===== src/rtl/ltc2313_acq_ctrl.sv =====
// rtl/ltc2313_acq_ctrl.sv - LTC2313-14 conversion scheduler, result capture and sample delivery
// Optional ACQ_AVG_EN: each delivered sample is the truncated mean of 2^AVG_LOG2 captures.
module ltc2313_acq_ctrl #(
   parameter int DATA_WIDTH = 14,
   parameter int PERIOD     = 80,
   parameter int TIMEOUT    = 255
`ifdef ACQ_AVG_EN
   ,
   parameter int AVG_LOG2   = 2
`endif
) (
   input  logic                  i_clk,
   input  logic                  i_fRST,
   input  logic                  i_acq_en,
   input  logic                  i_single,
   input  logic                  i_clr_err,
   input  logic [2:0]            i_spi_state,
   input  logic [DATA_WIDTH-1:0] i_spi_miso_data,
   output logic                  o_spi_start,
   output logic [DATA_WIDTH-1:0] o_spi_mosi_data,
   output logic [DATA_WIDTH-1:0] o_data,
   output logic                  o_valid,
   input  logic                  i_ready,
   output logic                  o_busy,
   output logic                  o_overrun,
   output logic                  o_missed,
   output logic                  o_timeout,
   output logic [31:0]           o_sample_cnt
);

   localparam logic [2:0] S_IDLE      = 3'd0;
   localparam logic [2:0] S_START     = 3'd1;
   localparam logic [2:0] S_WAIT_BUSY = 3'd2;
   localparam logic [2:0] S_WAIT_DONE = 3'd3;
   localparam logic [2:0] S_CAPTURE   = 3'd4;

   localparam int          TW       = $clog2(TIMEOUT + 1);
   localparam logic [15:0] PER_LAST = 16'(PERIOD - 1);
   localparam logic [TW-1:0] TO_LAST = TW'(TIMEOUT - 1);

   logic [2:0]            state;
   logic [15:0]           per_cnt;
   logic [TW-1:0]         to_cnt;
   logic                  tick;
   logic                  request;
   logic                  waiting;
   logic                  to_hit;
   logic                  capture;
   logic                  load;
   logic [DATA_WIDTH-1:0] load_data;

   assign tick            = i_acq_en && (per_cnt == PER_LAST);
   assign request         = tick || (i_single && !i_acq_en);
   assign waiting         = (state == S_WAIT_BUSY) || (state == S_WAIT_DONE);
   assign to_hit          = waiting && (to_cnt == TO_LAST);
   assign capture         = (state == S_CAPTURE);
   assign o_spi_start     = (state == S_START);
   assign o_busy          = (state != S_IDLE);
   assign o_spi_mosi_data = '0;

   always_ff @(posedge i_clk or negedge i_fRST) begin
      if (!i_fRST) begin
         per_cnt <= '0;
      end else if (!i_acq_en || tick) begin
         per_cnt <= '0;
      end else begin
         per_cnt <= per_cnt + 16'd1;
      end
   end

   // The timeout budget covers both wait states together, so to_cnt is only cleared in START.
   always_ff @(posedge i_clk or negedge i_fRST) begin
      if (!i_fRST) begin
         state  <= S_IDLE;
         to_cnt <= '0;
      end else begin
         case (state)
            S_IDLE: begin
               if (request) state <= S_START;
            end
            S_START: begin
               state  <= S_WAIT_BUSY;
               to_cnt <= '0;
            end
            S_WAIT_BUSY: begin
               if (to_hit) begin
                  state <= S_IDLE;
               end else begin
                  to_cnt <= to_cnt + TW'(1);
                  if (i_spi_state != 3'd0) state <= S_WAIT_DONE;
               end
            end
            S_WAIT_DONE: begin
               if (to_hit) begin
                  state <= S_IDLE;
               end else begin
                  to_cnt <= to_cnt + TW'(1);
                  if (i_spi_state == 3'd0) state <= S_CAPTURE;
               end
            end
            S_CAPTURE: state <= S_IDLE;
            default:   state <= S_IDLE;
         endcase
      end
   end

`ifdef ACQ_AVG_EN
   localparam int AW = DATA_WIDTH + AVG_LOG2;

   logic [AW-1:0]       accum;
   logic [AW-1:0]       accum_next;
   logic [AVG_LOG2-1:0] grp_cnt;

   assign accum_next = accum + AW'(i_spi_miso_data);
   assign load       = capture && (grp_cnt == '1);
   assign load_data  = DATA_WIDTH'(accum_next >> AVG_LOG2);

   always_ff @(posedge i_clk or negedge i_fRST) begin
      if (!i_fRST) begin
         accum   <= '0;
         grp_cnt <= '0;
      end else if (to_hit) begin
         accum   <= '0;
         grp_cnt <= '0;
      end else if (capture) begin
         accum   <= load ? '0 : accum_next;
         grp_cnt <= grp_cnt + AVG_LOG2'(1);
      end
   end
`else
   assign load      = capture;
   assign load_data = i_spi_miso_data;
`endif

   always_ff @(posedge i_clk or negedge i_fRST) begin
      if (!i_fRST) begin
         o_data       <= '0;
         o_valid      <= 1'b0;
         o_sample_cnt <= '0;
      end else if (load) begin
         o_data       <= load_data;
         o_valid      <= 1'b1;
         o_sample_cnt <= o_sample_cnt + 32'd1;
      end else if (o_valid && i_ready) begin
         o_valid <= 1'b0;
      end
   end

   // Error flags: a new event in the same cycle as i_clr_err keeps the flag set.
   always_ff @(posedge i_clk or negedge i_fRST) begin
      if (!i_fRST) begin
         o_overrun <= 1'b0;
         o_missed  <= 1'b0;
         o_timeout <= 1'b0;
      end else begin
         if (load && o_valid && !i_ready) o_overrun <= 1'b1;
         else if (i_clr_err)              o_overrun <= 1'b0;
         if (request && (state != S_IDLE)) o_missed <= 1'b1;
         else if (i_clr_err)               o_missed <= 1'b0;
         if (to_hit)         o_timeout <= 1'b1;
         else if (i_clr_err) o_timeout <= 1'b0;
      end
   end

endmodule


===== config.mk =====
export PLATFORM = sky130hd
export DESIGN_NAME = ltc2313_acq_ctrl
export DESIGN_NICKNAME = d
export VERILOG_FILES = /design/src/rtl/ltc2313_acq_ctrl.sv
export SDC_FILE = /design/constraint.sdc
export NUM_CORES = 1
export LEC_CHECK = 0
export CORE_UTILIZATION = 30
export CTS_CLUSTER_SIZE = 8
export DETAILED_ROUTE_END_ITERATION = 10
export DONT_BUFFER_PORTS = 1
export SYNTH_ARGS = -nofsm -noshare
export SYNTH_HDL_FRONTEND = slang
export SYNTH_SLANG_ARGS = --single-unit

===== constraint.sdc =====
create_clock -name i_clk -period 2.46 [get_ports i_clk]
set_input_delay 0.492 -clock i_clk [delete_from_list [all_inputs] [get_ports i_clk]]
set_output_delay 0.492 -clock i_clk [all_outputs]
set_load 0.01 [all_outputs]

==> metrics.md <==
| Metric | Value |
|---|---|
| Outcome | complete, but fails checks |
| Violated checks | design-rule violations |
| Reg2reg path depth | 4 |
| Final Hold Viols | 0 |
| CP Capture Type | register |
| Number of synthesized flops with an enable pin | 0 |
| Vias per cell | a little under 5 |
| Setup ws final | about 0.42 ns |
| Worst vdd ir | about 0.41 mV |
| Via count | between 2000 and 2500 |
| Placeable Area | between 0.01 and 0.015 sq mm |
| Max Cap Viol | 0 |
| Area grow syn2layout | 12.3% |
| Startpoint types | register |
| Gr usage total | 12.1% |
| CP Max Fanout | 23 |
| Pre-CTS setup slack | roughly 0.44 ns |
| Distinct cell type count after synthesis | 41 |
| Number of DRC markers in iteration 0 | 151 |
| Grt ovf | 0 |
| Period utilization | between 80 and 90% |
| Fin Hold WS | between 0.06 and 0.07 ns |
| Reg-to-reg endpoint | o_sample_cnt[14]$_DFFE_PN0P_ |
| Detailed-route DRC error count | 11 |
| Synth Flop Type | dfrtp_1 |
| Commonest non-fill, non-tap cell in the layout | dfrtp_1 |
| Wire per inst | between 10 and 15 um |
| Die width | between 100 and 150 um |
| Worst EP required | about 2.7 ns |
| CP startpoint | state[1]$_DFFE_PN0P_ |
| CTS tree | done |
| Post-DP HPWL | around 4800 um |
| Num CTS Buffers | 9 |
| Antenna viol nets, final | 0 |
| Worst relative slew slack | a little over three fifths |
| RSZ-0062 raised after global routing | no |
| Register bit total from synthesis | 77 |
| Combinational Power Share | 11.2% |
| H-tree Lvls | 3 |
| Seq/Total Area, Yosys | a little over half |
| Switch share | 28.1% |
| FF-to-FF Start | state[1]$_DFFE_PN0P_ |
| Min-Delay Path Class | input pin to async pin |
| Worst setup path end | o_sample_cnt[14]$_DFFE_PN0P_ |
| Top Ports | about 90 |
| Lkg Pwr | roughly 1.8 nW |
| First-pass GRT wire length | between 10000 and 15000 um |
| Vias in the first global route | 2322 |
| Post-CTS sizing | 0 |
| Worst Tran Pin Value | about 0.56 ns |
| Most frequent cells in the layout | 77 x dfrtp_1, 59 x nand2_1, 25 x nand3_1, 25 x xnor2_1, 21 x nor2_1 |
| PD cells | between 800 and 900 mW/mm^2 |
| GPL Wtd Cong | about 0.80 |
| Final TNS setup | 0 ns |
| Pre-antenna DRT Iters | 7 |
| Synthesized cell area | 0.00359 sq mm |
| PortBufs | 0 |
| Maximum clock insertion buffer count | 2 |
| # setup viols final | 0 |
| FF-to-FF setup slack | about 0.42 ns |
| Layout Nets | 381 |
| Fmax | 490 MHz |
| Cell Rows | 39 |
| Ant. Diodes | 0 |
| Die Height | 111 um |
| Cells after synthesis | between 300 and 400 |
| Flop pwr share | between 40% and 50% |
| Worst EP arrival | approximately 2.3 ns |
| Sink Count | 77 |
| Tmin final | about 2 ns |
| Setup bufs post-CTS | 0 |
| Post-Route WL | around 7000 um |
| Yosys synthesis warning count | 0 |
| Final Skew | approximately 0.0057 ns |
| Die area | about 0.012 sq mm |
| Root buf cell | clkbuf_16 |
| Clock Latency Late Sink | approximately 0.33 ns |
| Ys async rst share | 100% |
| Slew Viols, Final | 0 |
| Initial core utilization | a little under a third |
| P_sw | 0.933 mW |
| Avg Cell Area, Syn | between 10 and 15 sq um |
| Share of cells above drive strength 1 | between 7 and 8% |
| Int Pwr | roughly 2.4 mW |
| Crit path kind | register to register |
| Clk pwr share | just under 40% |
| Clk slew on worst S/H paths | roughly 0.060 ns |
| Largest net degree at the start of global routing | 78 |
| Initial antenna violation count | 0 |
==> how the worst min path moves through the flow <==
| stage | startpoint | to | slack (ns) | cells after the start |
|---|---|---|---|---|
| floorplan | i_fRST | o_data[0]$_DFFE_PN0P_ | 0.20 | 0 |
| global placement | i_fRST | o_sample_cnt[30]$_DFFE_PN0P_ | 0.20 | 0 |
| detailed placement | i_fRST | o_sample_cnt[28]$_DFFE_PN0P_ | 0.20 | 0 |
| CTS | i_fRST | per_cnt[2]$_DFF_PN0_ | 0.07 | 1 |
| global route | i_fRST | o_sample_cnt[26]$_DFFE_PN0P_ | 0.09 | 1 |
| finish | i_fRST | per_cnt[11]$_DFF_PN0_ | 0.07 | 1 |
==> per-layer routing <==
metal  part of all wire [%]  vias up  track usage, %
li1                       -     1183               -
met1                     45     1160            15.1
met2                     46       83            18.3
met3                    7.8       12            4.90
met4                    1.9        0            5.50
met5                      0        -               0
==> sequential cells by signal, indices dropped and copies added, names as in the netlist <==
| name | flops |
|---|---|
| o_overrun | 1 |
| o_data | 14 |
| o_missed | 1 |
| o_sample_cnt | 32 |
| to_cnt | 8 |
| per_cnt | 16 |
| o_timeout | 1 |
| state | 3 |
| o_valid | 1 |
==> cell usage after synthesis (all sizes together), types with 4 or more instances <==
cell type,instances,area [sq um]
dfrtp,77,1930
and3,7,43.8
nand3,25,125
inv,5,18.8
and2,4,25.0
nor2,21,78.8
nand2,59,221
and4,7,61.3
o21ai,10,50.0
buf,15,116
nand4,18,113
xnor2,25,219
a21oi,6,30.0
nor3,5,35.0
clkbuf,7,26.3
ha,4,50.1
or3,7,43.8
xor2,18,158
nor4,5,67.6
==> critical path: stages, from the launching register on <==
cell,delay (ns)
dfrtp_1,0.42
or3b_4,0.56
or3_1,0.54
nor3_2,0.23
xor2_1,0.19
==> through the flow <==
stage / instances / power (mW) / area [sq um] / util (%)
detailed placement: 485 / 2.02 / 3710 / 32.2
CTS: 502 / 3.38 / 4030 / 35.0
global placement: 485 / 2.01 / 3710 / 32.2
floorplan: 360 / 1.93 / 3640 / -
finish: 502 / 3.33 / 4030 / 35.0
global route: 502 / 3.50 / 4030 / 35.0
==> repair_timing <==
item,CTS,global route
hold endpoints to repair,77,0
hold buffers,1,0
setup endpoints to repair,0,0
==> cell type report <==
type / count / area [sq um]
Inverter: 5 / 18.8
Timing Repair Buffer: 5 / 57.6
Clock inverter: 4 / 47.5
Sequential cell: 77 / 1930
Fill cell: 1145 / 7490
Tap cell: 143 / 179
Clock buffer: 12 / 246
Multi-Input combinational cell: 256 / 1550
==> kinds of logic after synthesis <==
family	Yosys count	share of synthesized area (%)
xor+xnor	43	10.5
fa+ha+maj	4	1.40
buf+inv	27	4.50
compound gates	25	4.26
flops	77	53.7
mux	3	0.872
other cells	1	0.105
simple gates	167	24.7
==> power by group through the flow <==
stage / Combinational, mW / Clock, mW / Sequential, mW
2_1_floorplan: 0.303 / 0 / 1.62
3_3_place_gp: 0.342 / 0 / 1.66
3_5_place_dp: 0.354 / 0 / 1.67
6_report: 0.373 / 1.31 / 1.65
4_1_cts: 0.382 / 1.35 / 1.65
5_1_grt: 0.439 / 1.39 / 1.67
Note: power is estimated with default switching activity, not from simulation.
